--- config.mk ---
export PLATFORM = sky130hd
export DESIGN_NAME = sevenseg_scan_driver
export DESIGN_NICKNAME = d
export VERILOG_FILES = /design/src/rtl/sevenseg_scan_driver.sv
export SDC_FILE = /design/constraint.sdc
export NUM_CORES = 1
export LEC_CHECK = 0
export CORE_MARGIN = 2
export CORE_UTILIZATION = 40
export CTS_CLUSTER_SIZE = 24
export DETAILED_ROUTE_END_ITERATION = 8
export DONT_BUFFER_PORTS = 1
export MAX_ROUTING_LAYER = met4
export PLACE_DENSITY = 0.66
export SLEW_MARGIN = 25
export SYNTH_ARGS = -nofsm -noshare
export SYNTH_HDL_FRONTEND = slang
export SYNTH_SLANG_ARGS = --single-unit
--- constraint.sdc ---
create_clock -name clk -period 1.85 [get_ports clk]
set_input_delay 0 -clock clk [delete_from_list [all_inputs] [get_ports clk]]
set_output_delay 0 -clock clk [all_outputs]
set_load 0.005 [all_outputs]
--- src/rtl/sevenseg_scan_driver.sv ---
// Four-digit common-anode seven-segment scan driver for the egg timer display.
// Adds the colon, leading-zero blanking of the minute tens and a whole-display blink.
module sevenseg_scan_driver #(
  parameter int REFRESH_DIV = 100000,
  parameter int BLINK_DIV   = 25000000
) (
  input  logic       clk,
  input  logic       reset,
  input  logic [3:0] second_ones,
  input  logic [3:0] second_tens,
  input  logic [3:0] minute_ones,
  input  logic [3:0] minute_tens,
  input  logic       blank_lz,
  input  logic       blink_en,
  output logic [3:0] anode,
  output logic [6:0] seg,
  output logic       dp
);

  localparam int RW = (REFRESH_DIV > 1) ? $clog2(REFRESH_DIV) : 1;
  localparam int BW = (BLINK_DIV > 1) ? $clog2(BLINK_DIV) : 1;
  localparam logic [RW-1:0] SCAN_LAST  = RW'(REFRESH_DIV - 1);
  localparam logic [BW-1:0] BLINK_LAST = BW'(BLINK_DIV - 1);

  typedef enum logic {
    PHASE_ON  = 1'b0,
    PHASE_OFF = 1'b1
  } phase_t;

  logic [RW-1:0] scan_cnt_r;
  logic [1:0]    index_r;
  logic [BW-1:0] blink_cnt_r;
  phase_t        phase_r;

  logic [3:0] digit_s;
  logic [3:0] anode_s;
  logic [6:0] seg_s;
  logic       dp_s;

  // Active-low gfedcba pattern; anything outside 0-9 renders as a dash.
  function automatic logic [6:0] bcd_to_seg(input logic [3:0] value);
    logic [6:0] pattern;
    case (value)
      4'd0:    pattern = 7'b1000000;
      4'd1:    pattern = 7'b1111001;
      4'd2:    pattern = 7'b0100100;
      4'd3:    pattern = 7'b0110000;
      4'd4:    pattern = 7'b0011001;
      4'd5:    pattern = 7'b0010010;
      4'd6:    pattern = 7'b0000010;
      4'd7:    pattern = 7'b1111000;
      4'd8:    pattern = 7'b0000000;
      4'd9:    pattern = 7'b0010000;
      default: pattern = 7'b0111111;
    endcase
    return pattern;
  endfunction

  // Digit refresh counter and scan index.
  always_ff @(posedge clk) begin
    if (reset) begin
      scan_cnt_r <= '0;
      index_r    <= 2'd0;
    end else if (scan_cnt_r == SCAN_LAST) begin
      scan_cnt_r <= '0;
      index_r    <= index_r + 2'd1;
    end else begin
      scan_cnt_r <= scan_cnt_r + RW'(1);
      index_r    <= index_r;
    end
  end

  // Blink half-period counter; held idle in the ON phase while blinking is disabled.
  always_ff @(posedge clk) begin
    if (reset || !blink_en) begin
      blink_cnt_r <= '0;
      phase_r     <= PHASE_ON;
    end else if (blink_cnt_r == BLINK_LAST) begin
      blink_cnt_r <= '0;
      phase_r     <= (phase_r == PHASE_ON) ? PHASE_OFF : PHASE_ON;
    end else begin
      blink_cnt_r <= blink_cnt_r + BW'(1);
      phase_r     <= phase_r;
    end
  end

  // Pick the BCD digit for the current scan slot.
  always_comb begin
    digit_s = 4'd0;
    case (index_r)
      2'd0:    digit_s = second_ones;
      2'd1:    digit_s = second_tens;
      2'd2:    digit_s = minute_ones;
      2'd3:    digit_s = minute_tens;
      default: digit_s = 4'd0;
    endcase
  end

  // Next display state; blink gating uses blink_en directly so dropping it reappears in one cycle.
  always_comb begin
    anode_s = 4'b1111;
    seg_s   = 7'b1111111;
    dp_s    = 1'b1;
    if (blink_en && (phase_r == PHASE_OFF)) begin
      anode_s = 4'b1111;
      seg_s   = 7'b1111111;
      dp_s    = 1'b1;
    end else if (blank_lz && (minute_tens == 4'd0) && (index_r == 2'd3)) begin
      anode_s = 4'b1111;
      seg_s   = 7'b1111111;
      dp_s    = 1'b1;
    end else begin
      case (index_r)
        2'd0:    anode_s = 4'b1110;
        2'd1:    anode_s = 4'b1101;
        2'd2:    anode_s = 4'b1011;
        2'd3:    anode_s = 4'b0111;
        default: anode_s = 4'b1111;
      endcase
      seg_s = bcd_to_seg(digit_s);
      dp_s  = (index_r == 2'd2) ? 1'b0 : 1'b1;
    end
  end

  // Registered display outputs.
  always_ff @(posedge clk) begin
    if (reset) begin
      anode <= 4'b1111;
      seg   <= 7'b1111111;
      dp    <= 1'b1;
    end else begin
      anode <= anode_s;
      seg   <= seg_s;
      dp    <= dp_s;
    end
  end

endmodule

-- Yosys cells after proc, flatten, opt, wreduce, memory -nomap -nowiden
Memories as Yosys holds them, arrays and structs flattened. A register that Yosys moved wholly into a read port is not among the register bits.
Index checks and enable logic that the tools add are counted.
- register bits: 50
- memory bits (read-only): 112
- input bits: 20
- output and inout port bits: 12
- logic and storage cells: 29
- memories: 1
- memories (name ; words ; bits a word ; read ports ; clocked after Yosys merged registers in ; wr ports ; line ; RTL):
    (no name shown) ; 16 ; 7 ; 1 ; 1 ; 0 ; 43 ; case (value)
- add/subtract/negate cells: 3
- equality and inequality tests: 5
- muxes and demuxes: 4
- reduce and logical (&&, ||, !) cells: 10
- operators with widths (kind ; count):
    4-bit case mux with 4 select lines ; 2
    25-bit by 1-bit adder with 25-bit output (second input constant) ; 1
    25-bit == test (second input constant) ; 1
    17-bit by 1-bit adder with 17-bit output (second input constant) ; 1
    17-bit == test (second input constant) ; 1
    2-bit == test (second input constant) ; 2
    4-bit zero test ; 1
    2-bit OR reduction ; 2
    1-bit logical AND ; 3
    3-bit OR reduction ; 1
    2-bit by 1-bit adder with 2-bit output (second input constant) ; 1
    2-bit by 1-bit == test with 1-bit output (second input constant) ; 1
    2-bit zero test ; 1
    1-bit two-way mux ; 2
    1-bit zero test ; 1
    1-bit logical OR ; 1

-- Longest topological paths before layout
Gate-level depths: netlist of the first run.
- depth after elaboration: 4
- mapped depth: 9

-- Worst setup path before layout of the first run
OpenSTA, ideal clock, no wires.
- kind: reg2reg
- start: register index_r[0]
- end: register seg[3]
- library setup time: 0.128 ns
- arrival time: 1.833 ns
- required time: 1.722 ns
- slack: -0.111 ns
- cell stages (with the launch flop): 10
- clock period less this slack: 1.961 ns
- path through: dfxtp_1 -> inv_1 -> ha_1 -> clkbuf_1 -> mux2i_1 -> inv_1 -> ha_1 -> inv_1 -> o21ai_0 -> nand3_1
- word-level cells in the longest chain between the ends: 3
- elaborated cells on any way between the ends: 7
- those cells by class: eq/ne: 3; mux: 1; reduce/logical: 3
- RTL lines (element ; line ; RTL):
    from (decl) ; 31 ; logic [1:0] index_r;
    from (signal assigned) ; 66 ; index_r <= index_r + 2'd1;
    from (signal assigned) ; 69 ; index_r <= index_r;
    2-bit == test ; 90, 108 ;
    1-bit logical AND ; 108 ; end else if (blank_lz && (minute_tens == 4'd0) && (index_r == 2'd3)) begin
    3-bit OR reduction (no source line) ; - ;
    to (decl) ; 16 ; output logic [6:0] seg,
Parallel ways exist; a longest one is shown, timed or not.
A chain may end at the register's enable or synchronous reset.

-- Worst setup path after layout of the first run
- start: register index_r[0]
- end: register seg[0]
Same word-level chain as after synthesis.

==> flow_summary.json, run 1 <==
{
  "area_delta_synth_final_pct": 18.9,
  "grt_use_total_pct": 15.4,
  "synth_area_mm2": 0.00264,
  "drive_gt1_share_pct": 22.1,
  "p_leak_nw": 1.10,
  "crit_family": "simple AND/OR/NAND/NOR gates",
  "period_share_pct": 104,
  "synth_edf_count": 0,
  "cts_num_sinks": 56,
  "dp_cells": 385,
  "grt_pass1_vias": 2021,
  "wire_per_inst_um": 13.8,
  "p_sw_share_pct": 22.8,
  "detail-route-antenna-nets": 0,
  "yosysMostFrequentCell": "dfxtp_1",
  "critPathBufInv": 1,
  "power_frac_clock_pct": 32.2,
  "drt-initial-drc-count": 98,
  "grt_max_degree": 19,
  "synth-main-ff-cell": "dfxtp_1",
  "switchingPower_mw": 0.452,
  "htreeDepth": 2,
  "hold_class": "in2reg",
  "syn_nets": 324,
  "min_from": "reset",
  "stdcell_count": 398,
  "dp_hpwl_um": 3870,
  "drc": 0,
  "final_net_count": 350,
  "intPower_mw": 1.53,
  "hold_viol_final": 0,
  "setup_slack_ns": -0.0797,
  "numCtsBuffers": 5,
  "seqPwrFrac_pct": 62.1,
  "rows": 29,
  "yosys.area.top_type_share_pct": 42.5,
  "synth.distinct_cells": 48,
  "p_per_area_mw_per_mm2": 633,
  "synth.area.top_cells": "dfxtp_1, xor2_1, ha_1",
  "status": "finished, violations left",
  "r2r-start": "index_r[0]",
  "finalSetupViolations": 3,
  "die_x_um": 85.2,
  "ir_drop_mv": 0.435,
  "synth_area_leader_cell": "dfxtp_1",
  "dr.pass1.iters": 4,
  "n_antenna_cell": 0,
  "path_max_fanout": 5,
  "worst_setup_path_end_kind": "flop",
  "cts_root_buf": "clkbuf_8",
  "cp-start-kind": "flop",
  "io_buffers": 0,
  "grt_overflow": 0,
  "setup_tns_ns": -0.172,
  "pwr-share-comb_pct": 5.7,
  "routed_wl_um": 5510,
  "max_freq_mhz": 518,
  "path_cells": "inv_4, ha_4, a222oi_1, mux2i_1, or4b_1, nand3_1",
  "critPathKind": "reg2reg",
  "slowest_stage": "or4b_1",
  "synth_common_cells": "dfxtp_1, nor2_1, xor2_1",
  "clock_latency_ns": 0.31,
  "worst_slew_pin_slew_ns": 0.508,
  "antenna_found_initial": 0,
  "cp.arrival_ns": 2.19,
  "cp.required_ns": 2.11,
  "cts_tree": "yes",
  "grt_pass1_wl_um": 8910,
  "num_vias": 2192,
  "synth-seq-cells": 56,
  "yosys_warnings": 0,
  "async_reset_ff_share_pct": 0,
  "slew_violations": 0,
  "start_util_pct": 41.5,
  "die-area_mm2": 0.00725,
  "max_slew_margin_pct": 66.2,
  "finalClockSkew_ns": 0.0118,
  "cts.clk_slew.worst_paths_ns": 0.10,
  "synth_seq_area_share_pct": 42.5,
  "finalHoldWorstSlack_ns": 0.00842,
  "drt-vias-per-instance": 5.51,
  "avgSynthCellArea_um2": 8.93,
  "rsz0062_at_grt": "yes",
  "die_h_um": 85.2,
  "layout_min_cycle_time_ns": 1.93,
  "violations": "negative setup slack",
  "syn_inst": 295,
  "pin_count": 32,
  "place_congestion": 0.814,
  "startpoint": "index_r[0]",
  "clockBufferDepth": 2,
  "maxCapViolations": 0,
  "core_area_mm2": 0.00635,
  "slowest_delay_ns": 0.57
}
per-layer routing:
layer  wire length (um)  GRT usage (%)  up-vias  part of all wire [%]
li1                   -              -     1125                     -
met1               2520           18.9     1030                    46
met2               2710           24.9       33                    49
met3                217           3.02        4                   3.9
met4                 63           6.49        0                   1.1
met5                  0              -        -                     0
layout make-up:
cell class / instances / area [um^2]
inverters: 15 / 60.1
repair buffers: 33 / 267
well taps: 77 / 96.3
clock buffers: 6 / 72.6
clock inverters: 1 / 5.00
fillers: 603 / 3220
flip-flops and latches: 56 / 1140
multi-input cells: 210 / 1490
placed cells by master (no fill, tap or decap), types with 4 or more instances in the layout:
| cell type | n |
|---|---|
| a21oi_1 | 18 |
| buf_4 | 30 |
| clkbuf_8 | 5 |
| dfxtp_1 | 48 |
| dfxtp_2 | 5 |
| ha_1 | 4 |
| ha_4 | 5 |
| inv_1 | 11 |
| nand2_1 | 15 |
| nand3_1 | 12 |
| nand4_1 | 16 |
| nor2_1 | 28 |
| o21ai_0 | 12 |
| o31ai_1 | 10 |
| or3_1 | 6 |
| or4_1 | 9 |
| xor2_1 | 19 |
state kept, by name, summed over array words and instances, names as in the netlist:
register / flops
seg: 7
blink_cnt_r: 25
phase_r: 1
anode: 4
scan_cnt_r: 17
index_r: 2
logic make-up (layout without fill, tap and decap cells):
family	count (synthesis)	in the layout	synth area share (%)
adders and majority gates	9	9	4.27
muxes	5	5	1.95
DFF	56	56	42.5
xor gates and xnor gates	22	22	7.31
and+or+nand+nor	117	117	25.1
AOI/OAI and AO/OA	57	57	14.4
buffers and inverters	29	55	4.46
path summary, 6_finish.rpt:
check                   endpoint  slack (ns)  cells after the start
setup / recovery          seg[0]       -0.08                      6
hold / removal    scan_cnt_r[16]       0.008                      3
setup reg to reg          seg[0]       -0.08                      6
hold reg to reg   blink_cnt_r[0]        0.43                      1
metrics by stage:
stage / setup WS [ns] / power, mW / area (um^2) / util (%)
3_3_place_gp: -0.00104 / 1.36 / 2890 / 45.5
6_report: -0.0797 / 1.98 / 3130 / 49.3
3_5_place_dp: -0.161 / 1.36 / 2890 / 45.5
2_1_floorplan: 0.00884 / 1.33 / 2640 / -
5_1_grt: -0.126 / 2.07 / 3130 / 49.3
4_1_cts: 0.00167 / 2.00 / 3000 / 47.2
tightest hold or removal path: stages:
cell and delay (ns):
nand2b_1 0.09, buf_4 0.14, a21oi_1 0.04
what timing repair did:
action / in CTS / in global routing
gates resized for setup: 4 / 30
endpoints found under the hold margin: 13 / 0
endpoints found under the setup margin: 7 / 33
hold buffers: 1 / 0
gates cloned: 0 / 0
pin swaps: 3 / 10
buffers inserted: 2 / 3
power by group through the flow:
stage | Clock, mW | Sequential, mW | Combinational (mW)
after global placement | 0 | 1.26 | 0.0982
final | 0.638 | 1.23 | 0.113
after global routing | 0.708 | 1.23 | 0.128
after detailed placement | 0 | 1.26 | 0.0998
after floorplan | 0 | 1.26 | 0.0659
after CTS | 0.664 | 1.24 | 0.104
Note: power is estimated with default switching activity, not from simulation.
==> run 2: changes to the inputs <==
SKIP_LAST_GASP = 1   (was default)
==> flow_summary.json, run 2 (synthesis gave the netlist of run 1 again) <==
{
  "num_vias": 2188,
  "clockBufferDepth": 2,
  "max_freq_mhz": 520,
  "r2r_slack_ns": -0.07,
  "period_share_pct": 104,
  "startpoint": "index_r[0]",
  "drt-initial-drc-count": 97,
  "critPathKind": "reg2reg",
  "dr.pass1.iters": 4,
  "max_slew_margin_pct": 66.1,
  "status": "finished, violations left",
  "drc": 0,
  "grt_pass1_wl_um": 8910,
  "grt_use_total_pct": 15.4,
  "worstSetupEndpoint": "seg[0]",
  "start_util_pct": 41.5,
  "pin_count": 32,
  "fillers": 603,
  "finalSetupViolations": 3,
  "p_per_area_mw_per_mm2": 632,
  "power_mw": 1.98,
  "die_h_um": 85.2,
  "hold_class": "in2reg",
  "wire_per_inst_um": 13.8,
  "core_area_mm2": 0.00635,
  "ir_drop_mv": 0.436,
  "htreeDepth": 2,
  "io_buffers": 0,
  "grt_max_degree": 19,
  "cts_root_buf": "clkbuf_8",
  "mostFrequentLayoutCells": "dfxtp_1, buf_4, nor2_1",
  "setup_slack_ns": -0.0749,
  "final_util_pct": 49.3,
  "cts.clk_slew.worst_paths_ns": 0.10,
  "maxCapViolations": 0,
  "die_x_um": 85.2,
  "r2r-start": "index_r[0]",
  "cts_tree": "yes",
  "rsz0062_at_grt": "yes",
  "clock_latency_ns": 0.31,
  "routed_wl_um": 5500,
  "ff2ff_path_depth": 6,
  "slew_violations": 0,
  "area_delta_synth_final_pct": 18.9,
  "cp.required_ns": 2.11,
  "path_cells": "inv_4, ha_4, a222oi_1, mux2i_1, or4b_1, nand3_1",
  "slowest_stage": "or4b_1",
  "placed_area_mm2": 0.00289,
  "path_max_fanout": 5,
  "multi_input_area_mm2": 0.00149,
  "cts_num_sinks": 56,
  "finish.instance_area_mm2": 0.00313,
  "worst_slew_pin_slew_ns": 0.508,
  "antenna_found_initial": 0,
  "rows": 29,
  "hold_viol_final": 0,
  "finalHoldWorstSlack_ns": 0.0103,
  "drive_gt1_share_pct": 22.1,
  "cp.arrival_ns": 2.18,
  "grt_overflow": 0,
  "cp-start-kind": "flop",
  "dp_hpwl_um": 3870,
  "die-area_mm2": 0.00725,
  "place_congestion": 0.814,
  "n_antenna_cell": 0,
  "detail-route-antenna-nets": 0,
  "final_net_count": 350,
  "seq_area_mm2": 0.00114,
  "grt_pass1_vias": 2021,
  "violations": "negative setup slack",
  "drt-vias-per-instance": 5.50,
  "numCtsBuffers": 5,
  "finalClockSkew_ns": 0.0122,
  "r2r_end": "seg[0]",
  "final_common_cell": "dfxtp_1",
  "layout_min_cycle_time_ns": 1.92,
  "regMostFlops": "blink_cnt_r",
  "p_leak_nw": 1.10,
  "slowest_delay_ns": 0.57,
  "largestRegisters": "blink_cnt_r: 25 flops, scan_cnt_r: 17 flops, seg: 7 flops",
  "preCtsSetupSlack_ns": -0.161,
  "largest_reg_flops": 25,
  "worst_setup_path_end_kind": "flop"
}
-- run 2: cell counts in the layout (fill, tap and decap cells not counted) --
No cell type changed its count.
-- run 2: power breakdown --
group,internal (mW),switching [mW],leakage (nW)
combinational,0.0517,0.0606,0.596
clock,0.259,0.378,0.0410
sequential,1.22,0.0111,0.459
-- run 2: how the worst min path moves through the flow --
stage	from	end	slack, ns	cells past startpoint
after floorplan	reset	index_r[0]	0.07	1
after global placement	reset	scan_cnt_r[2]	0.07	1
after detailed placement	reset	scan_cnt_r[2]	0.08	1
after CTS	reset	scan_cnt_r[16]	0.003	3
after global routing	blink_en	anode[0]	0.04	3
final	reset	scan_cnt_r[16]	0.01	3
-- run 2: critical path, delay by kind of cell, from the launching register on --
family	cells	cell delay, ns
compound gates	1	0.41
fa+ha+maj	1	0.17
buf+inv	1	0.06
flops	1	0.41
mux	1	0.16
simple gates	2	0.66
-- run 2: timing repair --
item / CTS / global route
resized for setup: 4 / 29
hold buffers: 1 / 0
gates cloned: 0 / 0
buffers inserted: 2 / 3
endpoints found under the setup margin: 7 / 33
pin swaps: 3 / 9
endpoints found under the hold margin: 13 / 0
-- run 2: area by class of cell --
cell class / instances / share of cell area [%]
well taps: 77 / 3.08
clock buffers: 6 / 2.32
multi-input cells: 210 / 47.7
repair buffers: 33 / 8.51
clock inverters: 1 / 0.160
flip-flops and latches: 56 / 36.3
inverters: 15 / 1.92
-- run 2: stage by stage --
| step | setup TNS [ns] | std cells |
|---|---|---|
| after global routing | -0.611 | 398 |
| after CTS | 0 | 395 |
| after floorplan | 0 | 295 |
| final | -0.164 | 398 |
| after detailed placement | -0.394 | 385 |
| after global placement | -0.00104 | 385 |
-- run 2: layer usage --
metal	share of wire [%]	wire length, um	GRT usage, %
met5	0	0	-
met4	1.0	57	6.49
met3	4.1	223	3.02
met2	49	2710	24.9
met1	46	2510	18.9
